File: config.mk
export PLATFORM = sky130hd
export DESIGN_NAME = sigma_delta_adc_mc
export DESIGN_NICKNAME = d
export VERILOG_FILES = /design/src/rtl/sigma_delta_pkg.sv /design/src/rtl/sd_sample_fifo.sv /design/src/rtl/sigma_delta_adc_mc.sv
export SDC_FILE = /design/constraint.sdc
export NUM_CORES = 1
export LEC_CHECK = 0
export CAP_MARGIN = 5
export CORE_ASPECT_RATIO = 1.25
export CORE_MARGIN = 2
export CORE_UTILIZATION = 50
export DETAILED_ROUTE_END_ITERATION = 10
export PLACE_DENSITY = 0.66
export SLEW_MARGIN = 15
export SYNTH_ARGS = -nofsm -noshare
export SYNTH_HDL_FRONTEND = slang
export SYNTH_HIERARCHICAL = 1
export SYNTH_SLANG_ARGS = --single-unit
File: constraint.sdc
create_clock -name clk -period 6.79 [get_ports clk]
set_input_delay 1.0185 -clock clk [delete_from_list [all_inputs] [get_ports clk]]
set_output_delay 1.0185 -clock clk [all_outputs]
set_load 0.05 [all_outputs]
File: src/rtl/sigma_delta_pkg.sv
// sigma_delta_pkg: shared types, width helpers and parameter checks for sigma_delta_adc_mc.
package sigma_delta_pkg;
    typedef enum logic {IDLE, COMB} seq_t;

    function automatic int log_fs(int bosr, int stgs);
        return stgs * $clog2(bosr);
    endfunction

    function automatic int def_wdth(int bosr, int stgs);
        return 2 + log_fs(bosr, stgs);
    endfunction

    function automatic bit is_pow2(int v);
        return v > 0 && (v & (v - 1)) == 0;
    endfunction

    function automatic bit params_ok(int chan, int bosr, int stgs, int wdth, int fifo_d);
        return chan >= 1 && is_pow2(bosr) && bosr >= chan + 2 && stgs >= 1 && stgs <= 4
            && wdth >= log_fs(bosr, stgs) + 1 && is_pow2(fifo_d);
    endfunction
endpackage

File: src/rtl/sd_sample_fifo.sv
// sd_sample_fifo: registered sample FIFO without fall-through; a pop frees room for a same-cycle push.
module sd_sample_fifo #(
    parameter int DW    = 8,
    parameter int DEPTH = 4,
    localparam int AW   = DEPTH > 1 ? $clog2(DEPTH) : 1
) (
    input  logic          clk,
    input  logic          rst,
    input  logic          push,
    input  logic          pop,
    input  logic [DW-1:0] din,
    output logic          full,
    output logic          empty,
    output logic [DW-1:0] head
);
    localparam int CNW = AW + 1;

    logic [DW-1:0]  mem [DEPTH];
    logic [AW-1:0]  wp, rp;
    logic [CNW-1:0] cnt;
    logic           wr, rd;

    assign full  = cnt == CNW'(DEPTH);
    assign empty = cnt == '0;
    assign rd    = pop && !empty;
    assign wr    = push && (!full || rd);
    assign head  = mem[rp];

    always_ff @(posedge clk or posedge rst) begin
        if (rst) begin
            wp  <= '0;
            rp  <= '0;
            cnt <= '0;
            for (int i = 0; i < DEPTH; i++) mem[i] <= '0;
        end else begin
            if (wr) begin
                mem[wp] <= din;
                wp      <= wp == AW'(DEPTH - 1) ? '0 : wp + 1'b1;
            end
            if (rd) rp <= rp == AW'(DEPTH - 1) ? '0 : rp + 1'b1;
            cnt <= cnt + CNW'(wr) - CNW'(rd);
        end
    end
endmodule

File: src/rtl/sigma_delta_adc_mc.sv
// sigma_delta_adc_mc: multi-channel first-order sigma-delta loop with per-channel CIC integrators
// and a single comb datapath time-shared across channels after each decimation strobe.
module sigma_delta_adc_mc
    import sigma_delta_pkg::*;
#(
    parameter int CHAN   = 2,
    parameter int BOSR   = 256,
    parameter int STGS   = 2,
    parameter int WDTH   = def_wdth(BOSR, STGS),
    parameter int OUT_W  = 16,
    parameter int FIFO_D = 4,
    localparam int CW    = CHAN > 1 ? $clog2(CHAN) : 1
) (
    input  logic             clk,
    input  logic             rst,
    input  logic [CHAN-1:0]  adc_lvds_pin,
    output logic [CHAN-1:0]  adc_fb_pin,
    output logic [OUT_W-1:0] out_data,
    output logic [CW-1:0]    out_chan,
    output logic             out_valid,
    input  logic             out_ready,
    output logic             overflow
);
    localparam int LFS = log_fs(BOSR, STGS);
    localparam int DCW = $clog2(BOSR);
    localparam int WMW = $clog2(STGS + 1);
    localparam int SHR = LFS >= OUT_W ? LFS - OUT_W : 0;
    localparam int SHL = LFS < OUT_W ? OUT_W - LFS : 0;

    if (!params_ok(CHAN, BOSR, STGS, WDTH, FIFO_D)) begin : g_bad_params
        $error("sigma_delta_adc_mc: illegal parameter combination");
    end

    logic [CHAN-1:0]     bit_q;
    logic [WDTH-1:0]     integ [CHAN][STGS];
    logic [WDTH-1:0]     snap  [CHAN];
    logic [WDTH-1:0]     dly   [CHAN][STGS];
    logic [WDTH-1:0]     d     [STGS];
    logic [WDTH-1:0]     res;
    logic [DCW-1:0]      dec_cnt;
    logic                strobe, warm_done, push, pop, full, empty;
    seq_t                state;
    logic [CW-1:0]       ch;
    logic [WMW-1:0]      warm;
    logic [LFS-1:0]      sat;
    logic [OUT_W-1:0]    scaled;
    logic [OUT_W+CW-1:0] head;

    assign adc_fb_pin = bit_q;
    assign strobe     = dec_cnt == DCW'(BOSR - 1);
    assign warm_done  = warm == WMW'(STGS);
    assign push       = state == COMB && warm_done;
    assign out_valid  = !empty;
    assign pop        = out_valid && out_ready;
    assign {out_chan, out_data} = head;

    always_ff @(posedge clk or posedge rst) begin
        if (rst) begin
            bit_q   <= '0;
            dec_cnt <= '0;
            for (int c = 0; c < CHAN; c++) begin
                snap[c] <= '0;
                for (int k = 0; k < STGS; k++) integ[c][k] <= '0;
            end
        end else begin
            bit_q   <= adc_lvds_pin;
            dec_cnt <= dec_cnt + 1'b1;
            for (int c = 0; c < CHAN; c++) begin
                integ[c][0] <= integ[c][0] + WDTH'(bit_q[c]);
                for (int k = 1; k < STGS; k++) integ[c][k] <= integ[c][k] + integ[c][k-1];
                if (strobe) snap[c] <= integ[c][STGS-1];
            end
        end
    end

    // d[k] is the input to comb stage k; it becomes that stage's delay value once the channel is sequenced
    always_comb begin
        logic [WDTH-1:0] t;
        t = snap[ch];
        for (int k = 0; k < STGS; k++) begin
            d[k] = t;
            t    = t - dly[ch][k];
        end
        res = t;
    end

    // a full-scale result of exactly 2^LFS is clamped so it cannot wrap to zero
    assign sat    = res[LFS] ? '1 : res[LFS-1:0];
    assign scaled = OUT_W'({{OUT_W{1'b0}}, sat} >> SHR << SHL);

    always_ff @(posedge clk or posedge rst) begin
        if (rst) begin
            state <= IDLE;
            ch    <= '0;
            warm  <= '0;
            for (int c = 0; c < CHAN; c++)
                for (int k = 0; k < STGS; k++) dly[c][k] <= '0;
        end else if (state == IDLE) begin
            if (strobe) begin
                state <= COMB;
                ch    <= '0;
            end
        end else begin
            for (int k = 0; k < STGS; k++) dly[ch][k] <= d[k];
            if (ch == CW'(CHAN - 1)) begin
                state <= IDLE;
                if (!warm_done) warm <= warm + 1'b1;
            end else begin
                ch <= ch + 1'b1;
            end
        end
    end

    always_ff @(posedge clk or posedge rst) begin
        if (rst) overflow <= 1'b0;
        else if (push && full && !pop) overflow <= 1'b1;
    end

    sd_sample_fifo #(.DW(OUT_W + CW), .DEPTH(FIFO_D)) u_fifo (
        .clk  (clk),
        .rst  (rst),
        .push (push),
        .pop  (pop),
        .din  ({ch, scaled}),
        .full (full),
        .empty(empty),
        .head (head)
    );
endmodule

# ---- After elaboration in Yosys (flattened, before gate mapping)
# Index checks and enable logic that the tools add are counted.
dict set report totals {
  ff_bits 270
  latch_bits 0
  ram_bits 0
  romBits 0
  input_bits 5
  out_inout_bits 21
  wordCells 92
  n_memories 0
}
dict set report classes {
  addsub 13
  n_mul 0
  n_div 0
  magnitude_cmp 5
  eq_ne 5
  shifts 0
  n_mux 27
  bitwise_logic 4
  reduce_logical 15
}
# op count
set op_table {}
lappend op_table {{72-bit bitwise mux} 2}
lappend op_table {{36-bit 2-to-1 mux} 4}
lappend op_table {{36-bit demux with 1-bit select} 2}
lappend op_table {{18-bit 2-to-1 mux} 4}
lappend op_table {{68-bit bitwise mux} 1}
lappend op_table {{17-bit 2-to-1 mux} 3}
lappend op_table {{18-bit by 1-bit adder with 18-bit output} 2}
lappend op_table {{18-bit adder} 2}
lappend op_table {{17-bit binary-select mux with 2-bit select} 1}
lappend op_table {{17-bit demux with 2-bit select} 1}
lappend op_table {{18-bit subtractor} 1}
lappend op_table {{17-bit subtractor} 1}
lappend op_table {{16-bit 2-to-1 mux} 1}
lappend op_table {{8-bit by 1-bit adder with 8-bit output (second input constant)} 1}
lappend op_table {{8-bit equality test (second input constant)} 1}
lappend op_table {{1-bit logical AND} 8}
lappend op_table {{2-bit by 1-bit adder with 2-bit output (second input constant)} 3}
lappend op_table {{2-bit equality test (second input constant)} 3}
lappend op_table {{3-bit >= comparator (second input constant)} 2}
lappend op_table {{1-bit 2-to-1 mux} 6}
lappend op_table {{2-bit NOT with 3-bit output} 2}
lappend op_table {{2-bit 2-to-1 mux} 2}
lappend op_table {{3-bit by 1-bit adder with 3-bit output} 1}
lappend op_table {{3-bit equality test (second input constant)} 1}
lappend op_table {{other kinds (12)} 14}

# ---- Longest topological paths before layout
dict set report depth {
  word_depth 8
  depth_mapped 22
  depth_no_buf 19
}

# ---- Hierarchy
# The synthesis kept the hierarchy.
# mod instances cells_each area_each_um2 seq_area_each_um2
set by_module_without_submodules {}
lappend by_module_without_submodules {sigma_delta_adc_mc 1 960 10417.5 4629.4}
lappend by_module_without_submodules {sd_sample_fifo 1 203 3377.0 1876.8}

# ---- Worst setup path before layout
# Ideal clock, no wire load.
dict set report synth_timing {
  kind {register to register}
  start {register ch}
  end {register u_fifo/mem[43] (netlist name)}
  setup_time_ns 0.125
  t_arrival_ns 4.694
  t_required_ns 6.665
  slack_ns 1.971
  stages_incl_launch_ff 22
  n_path_buf 3
  synth_period_minus_slack_ns 4.819
  cell_sequence {dfrtp_1 -> buf_2 -> clkbuf_1 -> mux2_2 -> ha_1 -> and2_1 -> nand4_1 -> a211oi_1 -> o311ai_1 -> and4_1 -> nor3_2 -> inv_1 -> ha_1 -> a21o_1 -> a211oi_1 -> o21ai_0 -> o21ai_0 -> a31oi_2 -> xnor2_4 -> buf_6 -> nand2_1 -> mux2_2}
}
# item line_no
set synth_lines {}
lappend synth_lines {{from (decl)} sigma_delta_adc_mc.sv:43} ;# logic [CW-1:0] ch;
lappend synth_lines {{from (signal assigned)} sigma_delta_adc_mc.sv:109} ;# ch <= ch + 1'b1;
lappend synth_lines {{to (signal, indexed assignment)} sd_sample_fifo.sv:37} ;# mem[wp] <= din;
lappend synth_lines {{to (decl)} sd_sample_fifo.sv:18} ;# logic [DW-1:0] mem [DEPTH];

==> summary.md <==
| Metric | Value |
|---|---|
| DR iter-0 viols | `roughly 320` |
| Die Y | `about 190 um` |
| Most common cell after layout, fill and taps aside | `dfrtp_1` |
| Antenna-violating nets left | `0` |
| Final setup fails | `0` |
| Max Slew Vio Count | `0` |
| Drc violations | `0` |
| Place WS | `1.279 ns` |
| CP required | `roughly 7 ns` |
| Largest net degree at the start of global routing | `between 100 and 150` |
| Congestion Overflow GR | `0` |
| Worst-margin pin slew | `approximately 1.1 ns` |
| Placer Congestion | `around 0.84` |
| CTS tree | `built` |
| Final worst path period need | `roughly 5.5 ns` |
| Ys async rst share | `1.000` |
| Cell area after layout | `15280 um^2` |
| P_leak | `about 7.4 nW` |
| Reg clk slew, reported paths | `approximately 0.06 ns` |
| Syn nets | `roughly 1200` |
| Post-CTS setup buffer count | `0` |
| Commonest non-fill, non-tap cells in the layout | `dfrtp_1, mux2_2, nand2_1, ha_1, o21ai_0` |
| 1st-pass router iterations | `4` |
| Placed cells | `between 1500 and 2000` |
| Post-synth EDFFs | `0` |
| Count of different cell masters after synthesis | `68` |
| Sequential area share after synthesis | `0.4717` |
| Initial Utilization | `0.5035` |
| First-pass GRT wire length | `~44 mm` |
| Overall power | `4.154 mW` |
| Register bit count reported by yosys | `260` |
| Post-route setup slack | `around 1.3 ns` |
| Setup TNS | `0 ns` |
| Vias | `roughly 8500` |
| Final nets | `around 1300` |
| Peak Freq | `around 180 MHz` |
| DRT Wirelength | `approximately 25 mm` |
| Clock Latency Late Sink | `~0.54 ns` |
| Maximum vdd drop | `0.2546 mV` |
| Synth top area share | `0.4717` |
| Outcome | `finished, final reports clean` |
| Port bufs | `25` |
| Avg Cell Area, Syn | `11.86 um^2` |
| Slew margin rel. | `0.2826` |
| Clock buffer count from CTS | `27` |
| Core area | `between 20000 and 30000 um^2` |
| Synth top area cells | `dfrtp_1, mux2_2, ha_1` |
| Hold_buf cts | `0` |
| Area leader, netlist | `dfrtp_1` |
| Worst EP arrival | `just under 6 ns` |
| Worst hold slack | `about 0.47 ns` |
| Tot GR Track Use | `0.1809` |
| Most used flip-flop cell after synthesis | `dfrtp_1` |
| Worst setup EP type | `register` |
| Clk root buf | `clkbuf_16` |
| Vias in the first global route | `roughly 9000` |
| CTS sink cnt | `260` |
| Final period util | `0.8039` |
| Max-cap violations | `0` |
| Row count | `between 60 and 70` |
| H-Tree Depth | `1` |
| Critical path class | `register to register` |
| CTS resizes | `0` |
| Worst min-delay path class | `register to register` |
| Diode count | `0` |
| PD cells | `about 270 nW/um^2` |
| R2R setup slack | `1.33 ns` |
| Layout cell share with drive strength beyond 1 | `0.2117` |
| Fin util | `0.5576` |
| Fin cells | `1559` |
| Drt via density | `about 5.5` |
| FILL cells | `around 2300` |
| Clock buffer depth | `3` |
| Die area | `around 29000 um^2` |
| DP Area | `between 10000 and 15000 um^2` |
| Layout area overhead | `10.74%` |
| Top Ports | `26` |
| Post-DR wirelength/cell | `between 15 and 20 um` |
| Synthesized area | `13790 um^2` |
| Synth warn | `6` |
| Die Wd | `around 150 um` |
| Initial antenna violation count | `0` |
| RSZ-0062 raised after global routing | `false` |
| Crit-path max FO | `24` |
| Final Skew | `between 0.015 and 0.02 ns` |
| Worst setup SP type | `register` |
| Detailed Place HPWL | `roughly 18 mm` |
| Fin. Hold Viols | `0` |
| Mapped Cells | `1163` |
==> flip-flops by register name (all words and copies together), names as in the netlist, 2 cells and up <==
signal      cells
u_fifo/cnt      3
u_fifo/rp       2
snap           34
warm            2
dly            68
dec_cnt         8
adc_fb_pin      2
integ          68
u_fifo/wp       2
u_fifo/mem     68
==> power breakdown <==
part	switching, mW	internal, mW
sequential	0.147	1.69
combinational	0.429	0.374
clock	0.610	0.909
total	1.19	2.97
==> cells by family after synthesis <==
family	synth area share
DFF	0.4717
and+or+nand+nor	0.08508
muxes	0.1849
AOI/OAI and AO/OA	0.09632
xor gates and xnor gates	0.05841
buffers and inverters	0.02748
adders and majority gates	0.07619
==> worst max-delay path: stages, from the launching register on <==
cell	delay (ns)
dfrtp_2	0.73
mux2_2	0.41
ha_1	0.38
and2_1	0.18
nand4_1	0.11
a211oi_1	0.44
o311ai_1	0.20
and4_1	0.24
nor3_2	0.20
inv_1	0.07
ha_1	0.36
a21o_1	0.20
a211oi_1	0.32
o21ai_0	0.14
o21ai_0	0.12
a31oi_2	0.10
xnor2_4	0.49
o21ai_0	0.32
mux2_2	0.34
==> final timing paths <==
check / start / endpoint / cells after the start
worst max-delay path: ch$_DFFE_PP0P_ / u_fifo/mem[8]$_DFFE_PP0P_ / 18
worst min-delay path: dly[36]$_DFFE_PP0P_ / dly[36]$_DFFE_PP0P_ / 2
worst max register to register: ch$_DFFE_PP0P_ / u_fifo/mem[8]$_DFFE_PP0P_ / 18
worst min register to register: dly[36]$_DFFE_PP0P_ / dly[36]$_DFFE_PP0P_ / 2
max in group asynchronous: rst / integ[70]$_DFF_PP0_ / 3
min in group asynchronous: rst / dly[38]$_DFFE_PP0P_ / 2
==> Yosys cell counts (all sizes together), types with 2 or more instances <==
cell / number
mux2: 159
or2: 3
and2: 5
clkbuf: 16
mux4: 17
a211oi: 10
mux2i: 36
xor2: 30
o2111ai: 4
a21oi: 45
o21ai: 64
a211o: 6
inv: 50
dfrtp: 260
o21a: 10
nor2: 41
nor3: 12
nand3b: 3
nand2b: 12
o311a: 2
and3: 15
nor2b: 11
o2111a: 3
nand4: 6
buf: 18
o31a: 4
o211ai: 8
a21boi: 3
a21o: 22
nor4b: 2
nand3: 27
nand2: 86
xnor2: 59
nor3b: 4
fa: 5
o31ai: 9
and4: 4
o21bai: 4
a31oi: 3
ha: 76
==> final cells by class <==
cell class,instances,area (um^2),area share
multi-input cells,819,6914,0.4526
flip-flops and latches,260,6507,0.4260
clock buffers,37,773.2,0.05062
well taps,350,437.9,0.02867
repair buffers,32,302.8,0.01982
inverters,50,195.2,0.01278
clock inverters,11,145.1,0.009501
==> routing by layer <==
layer | share of wire | GRT usage | vias up
met3 | 0.023 | 0.02073 | 30
met4 | 0.018 | 0.04380 | 0
li1 | - | - | 4213
met5 | 0 | 0 | -
met2 | 0.51 | 0.3248 | 66
met1 | 0.45 | 0.2352 | 4223
Note: power is estimated with default switching activity, not from simulation.
